===== src/rtl/motion_sequencer_pkg.sv =====
// Shared codes for the motion sequencer: motor drive codes, command opcodes,
// FSM state encodings and heading arithmetic helpers.
package motion_sequencer_pkg;

    localparam logic [2:0] MOTOR_FORWARD = 3'd0;
    localparam logic [2:0] MOTOR_BACK    = 3'd1;
    localparam logic [2:0] MOTOR_LEFT    = 3'd2;
    localparam logic [2:0] MOTOR_RIGHT   = 3'd3;
    localparam logic [2:0] MOTOR_STOP    = 3'd4;

    localparam logic [1:0] OP_FWD  = 2'd0;
    localparam logic [1:0] OP_BACK = 2'd1;
    localparam logic [1:0] OP_TURN = 2'd2;
    localparam logic [1:0] OP_HOLD = 2'd3;

    localparam logic [2:0] ST_IDLE   = 3'd0;
    localparam logic [2:0] ST_FETCH  = 3'd1;
    localparam logic [2:0] ST_DRIVE  = 3'd2;
    localparam logic [2:0] ST_TURN   = 3'd3;
    localparam logic [2:0] ST_HOLD   = 3'd4;
    localparam logic [2:0] ST_SETTLE = 3'd5;

    typedef struct packed {
        logic [1:0]  op;
        logic [15:0] arg;
    } cmd_t;

    // Odometer heading runs 0..720; fold it back into 0..359.
    function automatic logic [8:0] normHeading(input logic [11:0] angle);
        if (angle >= 12'd720)
            return 9'(angle - 12'd720);
        else if (angle >= 12'd360)
            return 9'(angle - 12'd360);
        else
            return 9'(angle);
    endfunction

    function automatic logic [15:0] wrapTarget(input logic [15:0] tgt);
        return (tgt >= 16'd360) ? tgt - 16'd360 : tgt;
    endfunction

endpackage


===== src/rtl/motion_sequencer_if.sv =====
// Command handshake between a command source (master) and the sequencer (slave).
interface motion_sequencer_if;
    import motion_sequencer_pkg::*;

    logic        cmd_valid;
    logic        cmd_ready;
    logic [1:0]  cmd_op;
    logic [15:0] cmd_arg;

    modport master (output cmd_valid, output cmd_op, output cmd_arg, input cmd_ready);
    modport slave  (input cmd_valid, input cmd_op, input cmd_arg, output cmd_ready);

endinterface


===== src/rtl/motion_sequencer_cmd_fifo.sv =====
// Synchronous command FIFO with flush; a push that coincides with a flush survives.
module cmd_fifo #(
    parameter int DEPTH = 4,
    parameter int WIDTH = 18
) (
    input  logic             clk,
    input  logic             reset,
    input  logic             push,
    input  logic             pop,
    input  logic             flush,
    input  logic [WIDTH-1:0] wdata,
    output logic [WIDTH-1:0] rdata,
    output logic             full,
    output logic             empty
);
    localparam int AW = $clog2(DEPTH);
    localparam logic [AW:0] FULL_COUNT = DEPTH[AW:0];

    logic [WIDTH-1:0] mem_q [DEPTH];
    logic [AW-1:0]    wrPtr_q;
    logic [AW-1:0]    rdPtr_q;
    logic [AW:0]      count_q;
    logic             doPush;
    logic             doPop;

    assign full   = (count_q == FULL_COUNT);
    assign empty  = (count_q == '0);
    assign doPush = push & (~full | pop);
    assign doPop  = pop & ~empty;
    assign rdata  = mem_q[rdPtr_q];

    always_ff @(posedge clk) begin
        if (doPush)
            mem_q[wrPtr_q] <= wdata;
    end

    always_ff @(posedge clk) begin
        if (reset) begin
            wrPtr_q <= '0;
            rdPtr_q <= '0;
            count_q <= '0;
        end else if (flush) begin
            rdPtr_q <= wrPtr_q;
            if (doPush) begin
                wrPtr_q <= wrPtr_q + 1'b1;
                count_q <= {{AW{1'b0}}, 1'b1};
            end else begin
                count_q <= '0;
            end
        end else begin
            if (doPush)
                wrPtr_q <= wrPtr_q + 1'b1;
            if (doPop)
                rdPtr_q <= rdPtr_q + 1'b1;
            case ({doPush, doPop})
                2'b10:   count_q <= count_q + 1'b1;
                2'b01:   count_q <= count_q - 1'b1;
                default: count_q <= count_q;
            endcase
        end
    end

endmodule


===== src/rtl/motion_sequencer.sv =====
// Command-level motion controller: queues moves, drives the motor code and closes
// each move on odometer feedback, with settle time, watchdog and abort.
module motion_sequencer
    import motion_sequencer_pkg::*;
#(
    parameter int CMD_DEPTH  = 4,
    parameter int SETTLE_US  = 20000,
    parameter int TIMEOUT_CM = 1000
) (
    input  logic              clk,
    input  logic              reset,
    input  logic              clock_1MHz,
    motion_sequencer_if.slave cmd,
    input  logic              cm_tick,
    input  logic [11:0]       total_angle,
    input  logic              abort,
    output logic [2:0]        motor_out,
    output logic              busy,
    output logic              move_done,
    output logic              err_timeout,
    output logic [15:0]       moves_done
);
    localparam logic [25:0] SETTLE_LAST = 26'(SETTLE_US - 1);
    localparam logic [15:0] WD_LIMIT    = 16'(TIMEOUT_CM);

    logic [2:0]  sync_q;
    logic [2:0]  state_q, state_d;
    logic [2:0]  motor_q, motor_d;
    logic [15:0] remaining_q, remaining_d;
    logic [15:0] target_q, target_d;
    logic [25:0] tickCnt_q, tickCnt_d;
    logic [15:0] moves_q, moves_d;
    logic        moveDone_q, moveDone_d;
    logic        err_q, err_d;

    logic        tick, push, pop, flush, cmdReady;
    logic        fifoFull, fifoEmpty, finishMove, timeoutHit, wdExpired;
    logic [17:0] fifoData;
    cmd_t        head;
    logic [8:0]  heading;
    logic [15:0] fetchTarget;
    logic [9:0]  diffRaw, diffMod;
    logic [25:0] tickInc;

    cmd_fifo #(.DEPTH(CMD_DEPTH), .WIDTH(18)) u_fifo (
        .clk   (clk),
        .reset (reset),
        .push  (push),
        .pop   (pop),
        .flush (flush),
        .wdata ({cmd.cmd_op, cmd.cmd_arg}),
        .rdata (fifoData),
        .full  (fifoFull),
        .empty (fifoEmpty)
    );

    assign head          = cmd_t'(fifoData);
    assign tick          = sync_q[1] & ~sync_q[2];
    assign pop           = (state_q == ST_FETCH) & ~abort;
    assign cmdReady      = ~abort & (~fifoFull | pop);
    assign cmd.cmd_ready = cmdReady;
    assign push          = cmd.cmd_valid & cmdReady;

    // Turn direction is chosen once at fetch from the shortest signed distance.
    assign heading     = normHeading(total_angle);
    assign fetchTarget = wrapTarget(head.arg);
    assign diffRaw     = 10'(fetchTarget) + 10'd360 - {1'b0, heading};
    assign diffMod     = (diffRaw >= 10'd360) ? diffRaw - 10'd360 : diffRaw;
    assign tickInc     = tickCnt_q + 1'b1;
    assign wdExpired   = (tickInc[25:10] == WD_LIMIT);

    always_comb begin
        state_d     = state_q;
        motor_d     = motor_q;
        remaining_d = remaining_q;
        target_d    = target_q;
        tickCnt_d   = tickCnt_q;
        err_d       = err_q;
        moves_d     = moves_q;
        moveDone_d  = 1'b0;
        flush       = 1'b0;
        finishMove  = 1'b0;
        timeoutHit  = 1'b0;
        if (push)
            err_d = 1'b0;
        if (abort && (state_q != ST_IDLE || !fifoEmpty)) begin
            state_d   = ST_SETTLE;
            motor_d   = MOTOR_STOP;
            tickCnt_d = '0;
            flush     = 1'b1;
        end else begin
            case (state_q)
                ST_IDLE: if (!fifoEmpty) state_d = ST_FETCH;
                ST_FETCH: begin
                    tickCnt_d   = '0;
                    remaining_d = head.arg;
                    target_d    = fetchTarget;
                    case (head.op)
                        OP_FWD, OP_BACK: begin
                            if (head.arg == 16'd0) finishMove = 1'b1;
                            else begin
                                state_d = ST_DRIVE;
                                motor_d = (head.op == OP_FWD) ? MOTOR_FORWARD : MOTOR_BACK;
                            end
                        end
                        OP_TURN: begin
                            if (diffMod == 10'd0) finishMove = 1'b1;
                            else begin
                                state_d = ST_TURN;
                                motor_d = (diffMod <= 10'd180) ? MOTOR_LEFT : MOTOR_RIGHT;
                            end
                        end
                        default: begin
                            if (head.arg == 16'd0) finishMove = 1'b1;
                            else begin
                                state_d = ST_HOLD;
                                motor_d = MOTOR_STOP;
                            end
                        end
                    endcase
                end
                ST_DRIVE: begin
                    if (cm_tick && remaining_q == 16'd1) finishMove = 1'b1;
                    else begin
                        if (cm_tick) remaining_d = remaining_q - 1'b1;
                        if (tick) begin
                            tickCnt_d  = tickInc;
                            timeoutHit = wdExpired;
                        end
                    end
                end
                ST_TURN: begin
                    if ({7'd0, heading} == target_q) finishMove = 1'b1;
                    else if (tick) begin
                        tickCnt_d  = tickInc;
                        timeoutHit = wdExpired;
                    end
                end
                ST_HOLD: begin
                    if (tick) begin
                        if (tickCnt_q == 26'd999) begin
                            tickCnt_d = '0;
                            if (remaining_q == 16'd1) finishMove = 1'b1;
                            else remaining_d = remaining_q - 1'b1;
                        end else begin
                            tickCnt_d = tickInc;
                        end
                    end
                end
                ST_SETTLE: begin
                    if (tick) begin
                        if (tickCnt_q == SETTLE_LAST) state_d = ST_IDLE;
                        else tickCnt_d = tickInc;
                    end
                end
                default: state_d = ST_IDLE;
            endcase
            if (finishMove) begin
                state_d    = ST_SETTLE;
                motor_d    = MOTOR_STOP;
                tickCnt_d  = '0;
                moveDone_d = 1'b1;
                moves_d    = moves_q + 1'b1;
            end
            if (timeoutHit) begin
                state_d   = ST_SETTLE;
                motor_d   = MOTOR_STOP;
                tickCnt_d = '0;
                err_d     = 1'b1;
                flush     = 1'b1;
            end
        end
    end

    always_ff @(posedge clk) begin
        if (reset) begin
            sync_q      <= '0;
            state_q     <= ST_IDLE;
            motor_q     <= MOTOR_STOP;
            remaining_q <= '0;
            target_q    <= '0;
            tickCnt_q   <= '0;
            moves_q     <= '0;
            moveDone_q  <= 1'b0;
            err_q       <= 1'b0;
        end else begin
            sync_q      <= {sync_q[1:0], clock_1MHz};
            state_q     <= state_d;
            motor_q     <= motor_d;
            remaining_q <= remaining_d;
            target_q    <= target_d;
            tickCnt_q   <= tickCnt_d;
            moves_q     <= moves_d;
            moveDone_q  <= moveDone_d;
            err_q       <= err_d;
        end
    end

    assign motor_out   = motor_q;
    assign busy        = (state_q != ST_IDLE) | ~fifoEmpty;
    assign move_done   = moveDone_q;
    assign err_timeout = err_q;
    assign moves_done  = moves_q;

endmodule


===== src/flat_wrapper.sv =====
// flat-port wrapper written by rule: the top's interface ports become plain ports
module motion_sequencer_flat import motion_sequencer_pkg::*;
#(
    parameter int CMD_DEPTH  = 4,
    parameter int SETTLE_US  = 20000,
    parameter int TIMEOUT_CM = 1000
)
  (clk, reset, clock_1MHz, cm_tick, total_angle, abort, motor_out, busy, move_done, err_timeout, moves_done, cmd_cmd_valid, cmd_cmd_op, cmd_cmd_arg, cmd_cmd_ready);
  motion_sequencer_if cmd_i ();
  input  logic clk;
  input  logic reset;
  input  logic clock_1MHz;
  input  logic cm_tick;
  input  logic [11:0] total_angle;
  input  logic abort;
  output logic [2:0] motor_out;
  output logic busy;
  output logic move_done;
  output logic err_timeout;
  output logic [15:0] moves_done;
  input wire logic [$bits(cmd_i.cmd_valid)-1:0] cmd_cmd_valid;
  input wire logic [$bits(cmd_i.cmd_op)-1:0] cmd_cmd_op;
  input wire logic [$bits(cmd_i.cmd_arg)-1:0] cmd_cmd_arg;
  output wire logic [$bits(cmd_i.cmd_ready)-1:0] cmd_cmd_ready;
  assign cmd_i.cmd_valid = cmd_cmd_valid;
  assign cmd_i.cmd_op = cmd_cmd_op;
  assign cmd_i.cmd_arg = cmd_cmd_arg;
  assign cmd_cmd_ready = cmd_i.cmd_ready;
  motion_sequencer #(.CMD_DEPTH(CMD_DEPTH), .SETTLE_US(SETTLE_US), .TIMEOUT_CM(TIMEOUT_CM)) u_core (.clk(clk), .reset(reset), .clock_1MHz(clock_1MHz), .cmd(cmd_i), .cm_tick(cm_tick), .total_angle(total_angle), .abort(abort), .motor_out(motor_out), .busy(busy), .move_done(move_done), .err_timeout(err_timeout), .moves_done(moves_done));
endmodule

===== config.mk =====
export PLATFORM = sky130hd
export DESIGN_NAME = motion_sequencer_flat
export DESIGN_NICKNAME = d
export VERILOG_FILES = /design/src/rtl/motion_sequencer_pkg.sv /design/src/rtl/motion_sequencer_if.sv /design/src/rtl/motion_sequencer_cmd_fifo.sv /design/src/rtl/motion_sequencer.sv /design/src/flat_wrapper.sv
export SDC_FILE = /design/constraint.sdc
export NUM_CORES = 1
export LEC_CHECK = 0
export ABC_AREA = 1
export ABC_CLOCK_PERIOD_IN_PS = 8200
export CORE_MARGIN = 2
export CORE_UTILIZATION = 55
export CTS_BUF_LIST = sky130_fd_sc_hd__clkbuf_16
export DETAILED_ROUTE_END_ITERATION = 10
export GPL_ROUTABILITY_DRIVEN = 0
export HOLD_SLACK_MARGIN = 0.06
export PLACE_DENSITY = 0.73
export SYNTH_ARGS = -nofsm -noshare
export SYNTH_HDL_FRONTEND = slang
export SYNTH_HIERARCHICAL = 1
export SYNTH_SLANG_ARGS = --single-unit

===== constraint.sdc =====
create_clock -name clk -period 8.2 [get_ports clk]
set_input_delay 1.23 -clock clk [delete_from_list [all_inputs] [get_ports clk]]
set_output_delay 1.23 -clock clk [all_outputs]
set_load 0.01 [all_outputs]

# Word-level counts from Yosys, hierarchy flattened
# Memory sizes are Yosys's and may differ from the RTL's. A register that Yosys moved wholly into a read port is not among the register bits.
# Cells that the tools add are included.
classes:
  mux: 64
  magnitude_cmp: 5
  reduce_logical: 25
  shifts: 0
  addsub: 13
  n_div: 0
  mul: 0
  bitwise: 14
  eq_ne: 38
ops:
  columns: ["op", "count"]
  rows:
  - ["$mux 26", 7]
  - ["$pmux 26 s5", 1]
  - ["$mux 16", 6]
  - ["$pmux 16 s3", 1]
  - ["$mux 3", 12]
  - ["$add 26x1->26 const B", 1]
  - ["$eq 26x10->1 const B", 1]
  - ["$eq 26x15->1 const B", 1]
  - ["$mux 1", 24]
  - ["$reduce_and 7->1", 3]
  - ["$mux 9", 2]
  - ["$ne 2x2->1 const B", 9]
  - ["$ne 6x6->1 const B", 3]
  - ["$pmux 3 s2", 3]
  - ["$add 16x1->16 const B", 1]
  - ["$eq 16x1->1 const B", 1]
  - ["$eq 16x10->1 const B", 1]
  - ["$eq 9x16->1", 1]
  - ["$ge 16x9->1 const B", 1]
  - ["$logic_not 16->1", 1]
  - ["$sub 16x1->16 const B", 1]
  - ["$sub 16x9->16 const B", 1]
  - ["$ge 12x10->1 const B", 1]
  - ["$ge 12x9->1 const B", 1]
  - ["other kinds (43)", 75]
totals:
  output_inout_bits: 23
  ram_bits: 72
  n_memories: 1
  romBits: 0
  inputBits: 36
  latch_bits: 0
  reg_bits: 92
  wordCells: 173
mem_list:
  columns: ["name", "words", "width", "rd", "rd_ports_with_merged_regs", "wr", "line", "rtl"]
  rows:
  - ["u_core.u_fifo.mem_q", 4, 18, 1, 1, 1, "motion_sequencer_cmd_fifo.sv:19", "logic [WIDTH-1:0] mem_q [DEPTH];"]

# Logic depth before layout (Yosys ltp)
# Gate-level depths: netlist (run 1).
depth:
  depth_word: 14
  mapped_depth: 40
  ltp_nobuf: 36

# Modules after synthesis
# Netlist (run 1), hierarchy kept.
modules_own_cells:
  columns: ["module", "instances", "seq_area_each_um2", "cells_per_inst", "area_per_inst_um2"]
  rows:
  - ["motion_sequencer", 1, 1701.6, 1150, 7191.9]
  - ["cmd_fifo", 1, 2342.2, 250, 3238.1]

# Worst setup path before layout (run 1)
# OpenSTA, ideal clock, no wires.
synth_path:
  kind: "input to register"
  start: "in total_angle[4]"
  end: "reg u_core.tickCnt_q[17]"
  t_arrival_ns: 4.802
  setup_time_ns: 0.066
  required_ns: 8.134
  stages: 31
  path_buffers: 2
  path_slack_ns: 3.332
  cell_sequence: "inv_1 -> ha_1 -> nor2_2 -> o21ai_2 -> nand2_2 -> inv_2 -> nand2_1 -> nand2_1 -> nand2_2 -> ha_1 -> inv_1 -> ha_1 -> nand2_1 -> nand2_1 -> inv_1 -> nand3_1 -> and2_1 -> ha_1 -> nand3b_1 -> nor2_1 -> xor2_1 -> nand2_2 -> o21ai_2 -> nor2_2 -> nand3_2 -> nand2_2 -> a21oi_4 -> nand3_2 -> buf_6 -> buf_6 -> a21oi_2"
synth_via:
  elab_chain_len: 12
  elab_cells_between_ends: 23
  cone_classes: "add/sub (4); order compare (3); eq/ne (2); mux (11); reduce/logical (3)"
synth_lines:
  columns: ["item", "line", "rtl"]
  rows:
  - ["start: declaration", "flat_wrapper.sv:14", "input logic [11:0] total_angle;"]
  - ["$ge 12x9->1 or $sub 9x9->9 (tied branches)", "motion_sequencer_pkg.sv:32, motion_sequencer_pkg.sv:33", null]
  - ["$mux 9", "motion_sequencer_pkg.sv:32", "else if (angle >= 12'd360)"]
  - ["$mux 9 (*)", "motion_sequencer_pkg.sv:30", "if (angle >= 12'd720)"]
  - ["$sub 10x9->10", "motion_sequencer.sv:67", "assign diffRaw = 10'(fetchTarget) + 10'd360 - {1'b0, heading};"]
  - ["$sub 10x9->10 or $ge 10x9->1 (tied branches)", "motion_sequencer.sv:68", "assign diffMod = (diffRaw >= 10'd360) ? diffRaw - 10'd360 : diffRaw;"]
  - ["$mux 10", "motion_sequencer.sv:68", null]
  - ["$logic_not 10->1", "motion_sequencer.sv:107", "if (diffMod == 10'd0) finishMove = 1'b1;"]
  - ["$mux 1", "motion_sequencer.sv:107", null]
  - ["$mux 1", null, null]
  - ["$pmux 1 s4", "motion_sequencer.sv:92", "case (state_q)"]
  - ["$mux 1", "motion_sequencer.sv:86", "if (abort && (state_q != ST_IDLE || !fifoEmpty)) begin"]
  - ["$reduce_or 4->1 (no line)", null, null]
  - ["end signal: assignment", "motion_sequencer.sv:192", "tickCnt_q <= tickCnt_d;"]
  - ["end: declaration", "motion_sequencer.sv:31", "logic [25:0] tickCnt_q, tickCnt_d;"]
# Every way passes the cells marked *; elsewhere a longest branch is shown, timed or not. The select of a mux whose other input is x is not followed.
# A chain may end at the register's enable or synchronous reset.

==> results of run 1 <==
[sequential cells by signal (all words and copies together) (netlist names), 3 cells and up, named ones only]
register and flops:
u_core/u_fifo/mem_q 72, u_core/tickCnt_q 26, u_core/moves_done 16, u_core/remaining_q 16
u_core/target_q 16, u_core/motor_out 3, u_core/state_q 3, u_core/sync_q 3
u_core/u_fifo/count_q 3
[power breakdown]
part           leakage [uW]  switching (uW)  internal, uW
Clock              0.000298             404           416
Sequential          0.00142            71.8           943
Combinational       0.00313            1950           910
Total               0.00485            2430          2270
[metrics by stage]
| stage | power (uW) | util | cell area [um^2] |
|---|---|---|---|
| after floorplan | 3220 | - | 10400 |
| after global placement | 3730 | 0.599 | 11200 |
| after detailed placement | 3800 | 0.599 | 11200 |
| after CTS | 4660 | 0.631 | 11800 |
| after global routing | 5060 | 0.631 | 11800 |
| final | 4700 | 0.631 | 11800 |
[per-layer routing]
layer | share of wire | global-route usage
met2 | 0.48 | 0.448
met1 | 0.44 | 0.332
met4 | 0.021 | 0.0900
met5 | 0 | 0
met3 | 0.054 | 0.0456
[how the worst max path moves through the flow]
stage | start | slack, ns | endpoint | cells past startpoint
detailed placement | total_angle[4] | 1.76 | u_core/tickCnt_q[13] | 29
global placement | total_angle[4] | 1.94 | u_core/tickCnt_q[2] | 30
CTS | flip-flop | 1.82 | u_core/tickCnt_q[13] | 29
global route | flip-flop | 1.19 | u_core/tickCnt_q[0] | 31
floorplan | total_angle[4] | 3.33 | u_core/tickCnt_q[17] | 31
finish | flip-flop | 1.77 | u_core/tickCnt_q[10] | 29
[layout make-up]
class                      instances  area (um^2)
clock buffer                      17          425
fill                            1718         6870
timing repair buffer              66          641
clock inverter                    15          184
sequential                       166         4040
multi-input combinational       1003         5460
tap                              234          293
inverter                         193          724
[synthesized netlist by cell type (12+ instances only)]
cell and instances:
nand2_1 250, inv_1 173, nor2_1 158, nand3_1 108, o21ai_0 96, dfxtp_1 94, a21oi_1 74, edfxtp_1 72
xor2_1 43, nor3_1 41, nand4_1 37, ha_1 34, nand2_2 23, o22ai_1 20, clkbuf_1 18, inv_2 18
nor4_1 14, xnor2_1 13, buf_2 12
[cells by family (layout without fill, tap and decap cells)]
group                    Yosys count  after routing
XOR/XNOR                          56             56
adder cells (fa/ha/maj)           36             36
flip-flops                       166            166
AND/OR/NAND/NOR                  679            679
AO/OA/AOI/OAI                    232            232
buffers and inverters            231            291
[critical path: cells and delay by family (launching register included)]
| family | cells | cell delay [ns] |
|---|---|---|
| AND/OR/NAND/NOR | 14 | 2.15 |
| buffers and inverters | 5 | 1.35 |
| AO/OA/AOI/OAI | 5 | 1.24 |
| adder cells (fa/ha/maj) | 3 | 0.73 |
| XOR/XNOR | 2 | 0.51 |
| flip-flops | 1 | 0.31 |
==> summary.txt, run 1 <==
post-CTS setup buffers - 0
post-route insts no fill - 1694
Adder-Cell Fraction of Synth Area - 0.0446
Core Area - 18600 um^2
simple-gate area share of the yosys netlist - 0.304
Yosys top cell by area - edfxtp_1
startpoint types - flip-flop
IO buf count - 58
# nets final - 1519
Power Density - 399 nW/um^2
Synth top area share - 0.207
syn_nets - 1472
EDFF count, synth - 72
fin crit period - 6.43 ns
mux cell area share after synthesis - 0
clock sink count - 166
Critical Path RT - 8.55 ns
CP Class - reg -> reg
Syn Inst Count - 1400
post-place setup slack - 1.76 ns
Detailed Place HPWL - 18500 um
Yosys cell types - 55
Hold Path Origin - u_core/sync_q[0]
Inst Count DP - 1662
initial cell density of the core - 0.559
H-tree Lvls - 4
FF-to-FF setup slack - 1.77 ns
synth top area cells - edfxtp_1 21%, dfxtp_1 18%, nand2_1 9.0%
Final Hold Fails - 0
Seq cells post-synth - 166
final worst-path cycle share - 0.784
Worst VDD drop - 0.301 mV
initial antenna violation count - 0
worst hold-check path type - reg -> reg
ys async rst share - 0
clock tree root buffer cell - clkbuf_16
synthesized area - 10400 um^2
Global Route Usage Sum - 0.261
Die H - 142 um
setup violators final - 0
CP endpoint kind - flip-flop
status - finished, final reports clean
Routed WL - 25800 um
io pins - 59
CTS tree - done
Synth warnings - 6
Critical Path Fanout Max - 37
most frequent cells in the layout - 250 x nand2_1, 173 x inv_1, 157 x nor2_1, 108 x nand3_1, 96 x o21ai_0
TritonCTS Buffers - 17
Reg clk slew, reported paths - 0.08 ns
vias in the first global route - 8873
final worst slack - 1.77 ns
max-slew violations - 0
Routed wire per std cell - 15.2 um
initial DRC count - 554
TNS Setup - 0 ns
R2R cell count - 29
hold path cells - 2
WHS Endpoint - u_core/sync_q[1]
first-pass GRT wire length - 42000 um
largest family of logic cells by synthesized area - simple AND/OR/NAND/NOR gates
XOR/XNOR Fraction of Synth Area - 0.0470
leakage dissipation - 0.00485 uW
Pre-antenna DRT Iters - 5
Worst Skew - 0.0203 ns
# rows - 50
critical path arrival - 6.77 ns
CP peak stage delay - 0.75 ns
CTS max path bufs - 2
final antenna-violating net count - 0
n_diodes - 0
achievable clock frequency - 0.156 GHz
worst reg2reg path endpoint - u_core/tickCnt_q[10]
Area growth syn-to-layout - 12.8%
worst hold slack - 0.408 ns
Die X - 142 um
die area - 20100 um^2
Vias/cell - 5.63
Tightest Pin Transition - 0.911 ns
Main synth FF type - dfxtp_1
# resized after CTS - 0
most common cell after layout, fill and taps aside - nand2_1
slew margin rel. - 0.377
largest net degree at the start of global routing - 38
layout cell share with drive strength beyond 1 - 0.0897
unrepaired setup endpoints after global routing - false
CTS Hold Bufs - 0
clk_lat worst skew - 0.44 ns
slowest CP cell - clkinv_1
Max Cap Viol - 0
Syn Area/Cell - 7.45 um^2
register area share after synthesis - 0.388
post-synthesis compound-gate area fraction - 0.127
grt total ovfl - 0
Post-route DRC - 0
Via Count - 9542
Power figures use the tool's default switching activity.
==> run 2: changes to the inputs <==
ABC_CLOCK_PERIOD_IN_PS = 6380   (was 8200)
clock period = 6.38 ns   (was 8.2 ns; I/O delays follow)
==> run 2 against run 1 <==
Final area increased by 0.18%. Critical path type unchanged. Highest routed layer unchanged. Die area unchanged. Utilization increased by 0.11 points. Via count decreased by 1.7%. Count of clock-buffer cells in the layout unchanged. Clock skew decreased by 0.00053 ns.
==> summary.txt, run 2 (synthesis gave the netlist of run 1 again) <==
status - finished, final reports clean
final antenna-violating net count - 0 (unchanged)
Reg clk slew, reported paths - 0.07 ns (about the same)
post-route insts no fill - 1696 (+0.12%)
Max Cap Viol - 0 (unchanged)
unrepaired setup endpoints after global routing - false
clk_lat worst skew - 0.43 ns (about the same)
grt total ovfl - 0 (unchanged)
Detailed Place HPWL - 18000 um (-2.6%)
CP Class - reg -> reg
total power draw - 5940 uW (+27%)
worst hold slack - 0.400 ns (-0.00728 ns)
CP delay by family, top - simple AND/OR/NAND/NOR gates
n_diodes - 0 (unchanged)
Routed WL - 24900 um (-3.4%)
# rows - 50 (unchanged)
Post-route DRC - 0 (unchanged)
Fill cells - 1700 (-1.0%)
largest net degree at the start of global routing - 37 (-2.6%)
critical path arrival - 5.88 ns (-0.89 ns)
Vias/cell - 5.53 (-1.8%)
vias in the first global route - 8814 (-0.66%)
Critical Path Fanout Max - 31 (-16%)
CTS Hold Bufs - 0 (unchanged)
post-layout util - 0.632 (+0.00114)
post-CTS setup buffers - 0 (unchanged)
CTS tree - done
largest reg by FF count - u_core/u_fifo/mem_q
initial antenna violation count - 0 (unchanged)
Global Route Usage Sum - 0.256 (-0.00467)
max-slew violations - 0 (unchanged)
first-pass GRT wire length - 41900 um (-0.13%)
worst hold-check path type - reg -> reg
achievable clock frequency - 0.180 GHz (+16%)
Power Density - 504 nW/um^2 (+26%)
fin crit period - 5.56 ns (-0.867 ns)
Tightest Pin Transition - 0.824 ns (-0.0872 ns)
Die H - 142 um (unchanged)
initial cell density of the core - 0.559 (unchanged)
max reg flops - 72 (unchanged)
startpoint types - flip-flop
initial DRC count - 826 (+49%)
CTS max path bufs - 2 (unchanged)
die area - 20100 um^2 (unchanged)
TritonCTS Buffers - 17 (unchanged)
FF/Latch Area - 4040 um^2 (unchanged)
final worst-path cycle share - 0.871 (+0.0877)
# resized after CTS - 0 (unchanged)
TNS Setup - 0 ns (unchanged)
Buf/Inv on CP - 5 (unchanged)
slew margin rel. - 0.450 (+0.0733)
area occupied by multi-input gates - 5460 um^2 (unchanged)
most common cell after layout, fill and taps aside - nand2_1
Final Hold Fails - 0 (unchanged)
Routed wire per std cell - 14.7 um (-3.5%)
CP endpoint kind - flip-flop
Core Area - 18600 um^2 (unchanged)
CP peak stage delay - 0.60 ns (-0.15 ns)
Die X - 142 um (unchanged)
setup violators final - 0 (unchanged)
io pins - 59 (unchanged)
clock tree root buffer cell - clkbuf_16
IO buf count - 58 (unchanged)
layout cell share with drive strength beyond 1 - 0.0910 (+0.00125)
leakage dissipation - 0.00486 uW (+0.31%)
Worst VDD drop - 0.582 mV (+93%)
Critical Path RT - 6.70 ns (-1.85 ns)
Worst Skew - 0.0198 ns (-0.000533 ns)
Area growth syn-to-layout - 13.1%
Largest regs - u_core/u_fifo/mem_q (72), u_core/tickCnt_q (26)
# nets final - 1522 (+0.20%)
Inst Count DP - 1665 (+0.18%)
slowest CP cell - clkinv_1
H-tree Lvls - 4 (unchanged)
Pre-antenna DRT Iters - 5 (unchanged)
most frequent cells in the layout - 250 x nand2_1, 173 x inv_1, 157 x nor2_1, 108 x nand3_1, 96 x o21ai_0
clock sink count - 166 (unchanged)
Via Count - 9384 (-1.7%)
[run 2: cell count changes in the layout (fill, tap and decap cells not counted), sizes merged]
cell,change
buf,+3
bufinv,+2
clkinv,-5
clkinvlp,+1
inv,+1
[run 2: cell type report]
class / count / area share
sequential: 166 / 0.343
tap: 234 / 0.0248
multi-input combinational: 1003 / 0.463
timing repair buffer: 69 / 0.0562
clock inverter: 14 / 0.0155
clock buffer: 17 / 0.0361
inverter: 193 / 0.0614
[run 2: metal layers]
metal	global-route usage	vias to the layer above	wire length, um
met3	0.0364	35	1140
li1	-	4780	-
met5	0	-	0
met2	0.428	236	11900
met4	0.0837	0	484
met1	0.343	4333	11400
[run 2: where the power goes]
| group | total [uW] | internal, uW | switching, uW |
|---|---|---|---|
| clock network | 1060 | 597 | 465 |
| registers | 1290 | 1210 | 80.9 |
| logic | 3590 | 1170 | 2420 |
| total | 5940 | 2980 | 2960 |
[run 2: worst register-to-register path, delay by kind of cell, from the launching register on]
kind | cells | cell delay (ns)
buf+inv | 5 | 0.84
flops | 1 | 0.33
compound gates | 3 | 0.87
simple gates | 22 | 2.41
fa+ha+maj | 3 | 0.74
xor+xnor | 1 | 0.30
[run 2: path summary, 6_finish.rpt]
kind                    startpoint              endpoint  slack (ns)  cells past startpoint
setup reg to reg         flip-flop  u_core/moves_done[1]        0.82                     34
hold reg to reg   u_core/sync_q[0]      u_core/sync_q[1]        0.40                      2
setup / recovery         flip-flop  u_core/moves_done[1]        0.82                     34
hold / removal    u_core/sync_q[0]      u_core/sync_q[1]        0.40                      2
[run 2: stage by stage]
step           instance area (um^2)  setup WS, ns
6_report                      11800         0.821
5_1_grt                       11800         0.149
4_1_cts                       11800         0.802
3_5_place_dp                  11200         0.645
3_3_place_gp                  11200         0.837
2_1_floorplan                 10400          1.79
==> run 3: changes to the inputs <==
CTS_BUF_LIST = unset   (was sky130_fd_sc_hd__clkbuf_16)
CTS_CLUSTER_DIAMETER = 40   (was unset)
==> results of run 3 <==
No change in the layout: final DEF, timing and power equal those of run 2.
